===== src/rtl/uart_tx.sv =====
// UART transmitter: start, WIDTH data bits LSB-first, optional parity, stop.
// Define UART_TX_TWO_STOP_EN to send two stop bits instead of one.
module uart_tx #(
  parameter int WIDTH = 8
) (
  input  logic             CLK,
  input  logic             RST,
  input  logic [WIDTH-1:0] P_DATA,
  input  logic             Data_Valid,
  input  logic             PAR_EN,
  input  logic             PAR_TYP,
  input  logic [5:0]       Prescale,
  output logic             TX_OUT,
  output logic             Busy
);

  localparam int CNT_W = (WIDTH > 1) ? $clog2(WIDTH) : 1;
  localparam logic [CNT_W-1:0] LAST_BIT = CNT_W'(WIDTH - 1);

  typedef enum logic [2:0] {IDLE, START, DATA, PARITY, STOP} state_t;

  state_t           state;
  logic [WIDTH-1:0] data_q;
  logic             par_en_q;
  logic             par_typ_q;
  logic [5:0]       last_edge_q;
  logic [5:0]       edge_cnt;
  logic [CNT_W-1:0] bit_cnt;
`ifdef UART_TX_TWO_STOP_EN
  logic             stop_cnt;
`endif

  logic             bit_done;
  logic             parity_bit;
  logic [CNT_W-1:0] bit_nxt;

  // The divider compares against Prescale-1 captured at acceptance, so a
  // Prescale of 0 collapses to the same one-cycle bit as Prescale of 1.
  assign bit_done   = (edge_cnt == last_edge_q);
  assign parity_bit = (^data_q) ^ par_typ_q;
  assign bit_nxt    = bit_cnt + 1'b1;

  // NOTE: every flop here, including the data latch, is reset so the serial
  // line and the whole frame context come up in a known state.
  always_ff @(posedge CLK or negedge RST) begin
    if (!RST) begin
      state       <= IDLE;
      data_q      <= '0;
      par_en_q    <= 1'b0;
      par_typ_q   <= 1'b0;
      last_edge_q <= '0;
      edge_cnt    <= '0;
      bit_cnt     <= '0;
      TX_OUT      <= 1'b1;
      Busy        <= 1'b0;
`ifdef UART_TX_TWO_STOP_EN
      stop_cnt    <= 1'b0;
`endif
    end else begin
      // NOTE: non-blocking assignments throughout, so every branch reads
      // the pre-edge values of the registers it depends on.
      if (state != IDLE)
        edge_cnt <= bit_done ? 6'd0 : edge_cnt + 6'd1;

      case (state)
        IDLE: begin
          if (Data_Valid) begin
            data_q      <= P_DATA;
            par_en_q    <= PAR_EN;
            par_typ_q   <= PAR_TYP;
            last_edge_q <= (Prescale == 6'd0) ? 6'd0 : Prescale - 6'd1;
            state       <= START;
            TX_OUT      <= 1'b0;
            Busy        <= 1'b1;
          end
        end
        START: begin
          if (bit_done) begin
            state   <= DATA;
            bit_cnt <= '0;
            TX_OUT  <= data_q[0];
          end
        end
        DATA: begin
          if (bit_done) begin
            if (bit_cnt == LAST_BIT) begin
              state  <= par_en_q ? PARITY : STOP;
              TX_OUT <= par_en_q ? parity_bit : 1'b1;
            end else begin
              bit_cnt <= bit_nxt;
              TX_OUT  <= data_q[bit_nxt];
            end
          end
        end
        PARITY: begin
          if (bit_done) begin
            state  <= STOP;
            TX_OUT <= 1'b1;
          end
        end
        STOP: begin
          if (bit_done) begin
`ifdef UART_TX_TWO_STOP_EN
            if (stop_cnt) begin
              state    <= IDLE;
              Busy     <= 1'b0;
              stop_cnt <= 1'b0;
            end else begin
              stop_cnt <= 1'b1;
            end
`else
            state <= IDLE;
            Busy  <= 1'b0;
`endif
          end
        end
        default: begin
          state  <= IDLE;
          TX_OUT <= 1'b1;
          Busy   <= 1'b0;
        end
      endcase
    end
  end

endmodule

===== config.mk =====
export PLATFORM = sky130hd
export DESIGN_NAME = uart_tx
export DESIGN_NICKNAME = d
export VERILOG_FILES = /design/src/rtl/uart_tx.sv
export SDC_FILE = /design/constraint.sdc
export NUM_CORES = 1
export LEC_CHECK = 0
export ABC_CLOCK_PERIOD_IN_PS = 2400
export CAP_MARGIN = 20
export CORE_MARGIN = 4
export CORE_UTILIZATION = 40
export DETAILED_ROUTE_END_ITERATION = 6
export SLEW_MARGIN = 10
export SYNTH_ARGS = -nofsm -noshare
export SYNTH_HDL_FRONTEND = slang
export SYNTH_SLANG_ARGS = --single-unit
export TNS_END_PERCENT = 20

===== constraint.sdc =====
create_clock -name CLK -period 2.4 [get_ports CLK]
set_clock_uncertainty 0.05 [all_clocks]
set_input_delay 0.6 -clock CLK [delete_from_list [all_inputs] [get_ports CLK]]
set_output_delay 0.6 -clock CLK [all_outputs]
set_load 0.02 [all_outputs]

==> report_table.html <==
<table>
<tr><th>Metric</th><th>Value</th></tr>
<tr><th colspan="2">Status</th></tr>
<tr><td>Outcome</td><td>complete, no violations</td></tr>
<tr><th colspan="2">Layout</th></tr>
<tr><td>Layout cells sized above 1</td><td>15.34%</td></tr>
<tr><td>Area added between synthesis and finish</td><td>19.86%</td></tr>
<tr><td>Ant. Diodes</td><td>0</td></tr>
<tr><td>Most frequent cells in the layout</td><td>sky130_fd_sc_hd__dfrtp_1, sky130_fd_sc_hd__clkdlybuf4s50_1, sky130_fd_sc_hd__nand2_1, sky130_fd_sc_hd__o21ai_0, sky130_fd_sc_hd__mux2_2</td></tr>
<tr><td>Most common library cell in the layout ignoring fill and taps</td><td>sky130_fd_sc_hd__dfrtp_1</td></tr>
<tr><td>Fillers</td><td>365</td></tr>
<tr><td>Net count of the finished layout</td><td>212</td></tr>
<tr><th colspan="2">Critical path</th></tr>
<tr><td>Register-to-register path setup slack</td><td>0.38 ns</td></tr>
<tr><td>Buffers &amp; Inverters on Critical Path</td><td>1</td></tr>
<tr><td>Crit path launch type</td><td>flip-flop</td></tr>
<tr><td>Required time at the worst-slack endpoint</td><td>1.75 ns</td></tr>
<tr><td>Critical path cell sequence</td><td>clkdlybuf4s50_1</td></tr>
<tr><td>Peak fanout along the critical path</td><td>2</td></tr>
<tr><td>Startpoint-to-endpoint class of the critical path</td><td>flip-flop to primary output</td></tr>
<tr><td>Crit path from</td><td>TX_OUT</td></tr>
<tr><td>Critical path's largest stage delay</td><td>0.60 ns</td></tr>
<tr><td>Critical-path top delay cell</td><td>sky130_fd_sc_hd__clkdlybuf4s50_1</td></tr>
<tr><td>Startpoint of the lowest-slack register-to-register path</td><td>edge_cnt[3]</td></tr>
<tr><td>Category of cells accounting for the largest share of critical-path delay</td><td>buffers and inverters</td></tr>
<tr><td>Destination of the worst register-to-register timing path</td><td>TX_OUT</td></tr>
<tr><td>CP Data Arrival Time</td><td>1.41 ns</td></tr>
<tr><td>Sort of element at the end of the critical path</td><td>primary output</td></tr>
<tr><td>Worst reg2reg path depth</td><td>5</td></tr>
<tr><th colspan="2">GRT</th></tr>
<tr><td>Global routing usage summed across all routing layers</td><td>14.05%</td></tr>
<tr><td>Number of antenna violations at the first check in global routing</td><td>0</td></tr>
<tr><td>Global-route wire length before repair</td><td>5.906 mm</td></tr>
<tr><td>Overflow left after global routing</td><td>0</td></tr>
<tr><td>Maximum number of pins on one net before global-route repair</td><td>31</td></tr>
<tr><td>Via count of the first global-routing pass</td><td>1303</td></tr>
<tr><th colspan="2">CTS</th></tr>
<tr><td>Post-cts resize count</td><td>0</td></tr>
<tr><td>Clock sink total</td><td>30</td></tr>
<tr><td>Post-CTS setup buffer count</td><td>0</td></tr>
<tr><td>Maximum level of the CTS H-tree</td><td>2</td></tr>
<tr><td>Skew-Pair Late Insertion Delay</td><td>0.28 ns</td></tr>
<tr><td>Largest buffer count on any clock path</td><td>2</td></tr>
<tr><td>Cts bufs inserted</td><td>5</td></tr>
<tr><td>CTS Hold Buffers Added</td><td>0</td></tr>
<tr><td>Clock transition time at the flip-flop clock pins of the worst setup and hold paths</td><td>0.07 ns</td></tr>
<tr><td>Clock Tree Root</td><td>sky130_fd_sc_hd__clkbuf_8</td></tr>
<tr><td>TritonCTS clock tree</td><td>built</td></tr>
<tr><th colspan="2">Placed design</th></tr>
<tr><td>Worst setup timing slack at the placement stage</td><td>0.2845 ns</td></tr>
<tr><td>Buffers added on ports</td><td>20</td></tr>
<tr><td>GP Congestion</td><td>0.7555</td></tr>
<tr><td>Detail Placement HPWL</td><td>2.607 mm</td></tr>
<tr><th colspan="2">Logic synthesis</th></tr>
<tr><td>Arithmetic-cell share of the synthesized area counting full adders, half adders and majority gates</td><td>3.571%</td></tr>
<tr><td>Proportion of synthesized chip area in sequential cells</td><td>42.93%</td></tr>
<tr><td>Largest area contributor in the synthesized netlist</td><td>sky130_fd_sc_hd__dfrtp_1</td></tr>
<tr><td>Synth Area in Compound Gates</td><td>12.43%</td></tr>
<tr><td>Syn_nets</td><td>190</td></tr>
<tr><td>Main combinational cell family by area after synthesis</td><td>simple AND/OR/NAND/NOR gates</td></tr>
<tr><td>Warnings, synthesis</td><td>0</td></tr>
<tr><td>Multiplexer fraction of the synthesized cell area</td><td>10.79%</td></tr>
<tr><td>Unique cell type count in the Yosys netlist</td><td>40</td></tr>
<tr><td>Synthesized-area fraction occupied by and/or/nand/nor cells</td><td>18.00%</td></tr>
<tr><td>Syn Inst Count</td><td>166</td></tr>
<tr><td>Mean area per synthesized cell</td><td>10.55 um2</td></tr>
<tr><td>Count of state elements after synthesis</td><td>30</td></tr>
<tr><td>Area share of the leading cell type in the synthesized netlist</td><td>41.43%</td></tr>
<tr><td>Xor and xnor fraction of the mapped netlist area</td><td>9.643%</td></tr>
<tr><td>Post-Synthesis Cell Area</td><td>1752 um2</td></tr>
<tr><td>Synth top area cells</td><td>sky130_fd_sc_hd__dfrtp_1, sky130_fd_sc_hd__mux2_2, sky130_fd_sc_hd__xor2_1</td></tr>
<tr><th colspan="2">Min path</th></tr>
<tr><td>WHS Path Cells</td><td>2</td></tr>
<tr><td>Type of the worst min-delay path</td><td>flip-flop to flip-flop</td></tr>
<tr><td>Worst Hold End</td><td>last_edge_q[4]</td></tr>
<tr><td>Source of the worst hold timing path</td><td>last_edge_q[4]</td></tr>
<tr><th colspan="2">Power and ir drop</th></tr>
<tr><td>Power density cells</td><td>1225 nW/um2</td></tr>
<tr><td>Worst IR Drop VDD</td><td>0.5317 mV</td></tr>
<tr><td>Leakage power of the design</td><td>0.9250 nW</td></tr>
<tr><th colspan="2">Drt</th></tr>
<tr><td>Wirelength per Cell</td><td>14.47 um</td></tr>
<tr><td>Vias per cell</td><td>5.280</td></tr>
<tr><td>Detailed Routing Iterations Pass 1</td><td>4</td></tr>
<tr><td>DR iter-0 viols</td><td>107</td></tr>
<tr><td>Total length of routed wires</td><td>3.459 mm</td></tr>
<tr><td>Final ANT Viol Nets</td><td>0</td></tr>
<tr><td>Via total after detailed routing</td><td>1262</td></tr>
<tr><td>Remaining design rule violation count</td><td>0</td></tr>
<tr><th colspan="2">Timing</th></tr>
<tr><td>Total count of hold-check failures in the final report</td><td>0</td></tr>
<tr><td>Tightest slew margin relative to the limit</td><td>68.66%</td></tr>
<tr><td>Actual transition at the worst max-transition pin</td><td>0.4684 ns</td></tr>
<tr><td>Total Negative Setup Slacks</td><td>0 ns</td></tr>
<tr><td>Final setup slack of the worst path</td><td>0.3352 ns</td></tr>
<tr><td>Period utilisation layout</td><td>86.03%</td></tr>
<tr><td>Setup repair after global routing missed its margin</td><td>false</td></tr>
<tr><td>Maximum clock rate</td><td>484.3 MHz</td></tr>
<tr><td>Clock period minus worst slack</td><td>2.065 ns</td></tr>
<tr><td>Setup violators final</td><td>0</td></tr>
<tr><td>Count of final max-slew check failures</td><td>0</td></tr>
<tr><th colspan="2">Die</th></tr>
<tr><td>Die Ht</td><td>74.18 um</td></tr>
<tr><td>Number of primary I/O pins</td><td>21</td></tr>
<tr><td>Die Wd</td><td>74.18 um</td></tr>
<tr><td>Die outline area</td><td>5502 um2</td></tr>
<tr><td>Effective utilization at floorplan</td><td>42.57%</td></tr>
<tr><td>Number of rows created at floorplan</td><td>23</td></tr>
<tr><td>CORE AREA</td><td>4115 um2</td></tr>
<tr><th colspan="2">Run</th></tr>
<tr><td>Max-cap violation count</td><td>0</td></tr>
</table>
-- through the flow --
step	instance area [um2]	total power, mW	hold slack, ns	std cells	util, %
final	2100	2.571	0.4577	239	51.02
after global routing	2100	2.756	0.5015	239	51.02
after CTS	2100	2.600	0.4680	239	51.02
after detailed placement	1991	2.087	0.4539	231	48.37
after global placement	1991	2.043	0.4498	231	48.37
after floorplan	1752	1.826	0.2544	166	-
-- area by class of cell --
| cell class | count | area [um2] | area share [%] |
|---|---|---|---|
| multi-input combinational | 126 | 953.4 | 45.41 |
| sequential | 30 | 752.0 | 35.82 |
| timing repair buffer | 21 | 207.7 | 9.893 |
| clock buffer | 5 | 68.82 | 3.278 |
| tap | 50 | 62.56 | 2.980 |
| clock inverter | 3 | 40.04 | 1.907 |
| inverter | 4 | 15.01 | 0.7151 |
-- registers in the layout, summed over array words and instances (netlist names) --
register and count:
Busy 1, TX_OUT 1, bit_cnt 3, data_q 8, edge_cnt 6, last_edge_q 6
par_en_q 1, par_typ_q 1, state 3
-- worst max path at each step --
stage / depth (start not counted) / to / slack (ns)
4_1_cts: 1 / TX_OUT / 0.32
5_1_grt: 1 / TX_OUT / 0.29
3_3_place_gp: 4 / last_edge_q[4] / 0.34
6_report: 1 / TX_OUT / 0.34
2_1_floorplan: 5 / TX_OUT / 0.69
3_5_place_dp: 4 / last_edge_q[2] / 0.28
-- layer usage --
layer,track usage [%],wire [um],vias up
met1,18.77,1679,592
met2,20.57,1546,32
met3,4.189,174,6
met4,7.243,58,0
met5,0,0,-
li1,-,-,632
-- kinds of logic (layout without fill, tap and decap cells) --
group,Yosys count,count (layout)
simple gates,53,53
compound gates,35,35
flops,30,30
mux,17,17
xor+xnor,16,16
buf+inv,10,33
fa+ha+maj,5,5
-- cells in the mapped netlist --
cell,instances
sky130_fd_sc_hd__a211o_1,1
sky130_fd_sc_hd__a21o_1,2
sky130_fd_sc_hd__a21oi_1,6
sky130_fd_sc_hd__a22o_1,4
sky130_fd_sc_hd__a22oi_1,2
sky130_fd_sc_hd__a31o_2,1
sky130_fd_sc_hd__a31oi_1,1
sky130_fd_sc_hd__and3_1,1
sky130_fd_sc_hd__buf_2,4
sky130_fd_sc_hd__buf_4,1
sky130_fd_sc_hd__clkbuf_1,1
sky130_fd_sc_hd__dfrtp_1,29
sky130_fd_sc_hd__dfstp_2,1
sky130_fd_sc_hd__ha_1,5
sky130_fd_sc_hd__inv_1,4
sky130_fd_sc_hd__mux2_2,11
sky130_fd_sc_hd__mux2_4,1
sky130_fd_sc_hd__mux2i_1,5
sky130_fd_sc_hd__nand2_1,18
sky130_fd_sc_hd__nand2_2,1
sky130_fd_sc_hd__nand2_4,1
sky130_fd_sc_hd__nand2b_1,4
sky130_fd_sc_hd__nand3_1,8
sky130_fd_sc_hd__nand3b_1,1
sky130_fd_sc_hd__nand4_1,1
sky130_fd_sc_hd__nand4b_4,1
sky130_fd_sc_hd__nor2_1,8
sky130_fd_sc_hd__nor2b_1,1
sky130_fd_sc_hd__nor3_1,4
sky130_fd_sc_hd__nor3_4,1
sky130_fd_sc_hd__nor4_4,2
sky130_fd_sc_hd__o2111ai_1,1
sky130_fd_sc_hd__o21ai_0,15
sky130_fd_sc_hd__o21bai_1,1
sky130_fd_sc_hd__o31ai_1,1
sky130_fd_sc_hd__or2_1,1
sky130_fd_sc_hd__xnor2_1,4
sky130_fd_sc_hd__xnor3_1,1
sky130_fd_sc_hd__xor2_1,10
sky130_fd_sc_hd__xor3_1,1
-- power by group --
part           switching (mW)  leakage (nW)  internal [mW]
sequential              0.249         0.363          0.734
combinational           0.503         0.504          0.588
clock                   0.193        0.0579          0.305
total                   0.945         0.925           1.63
(Power assumes the default switching activity.)
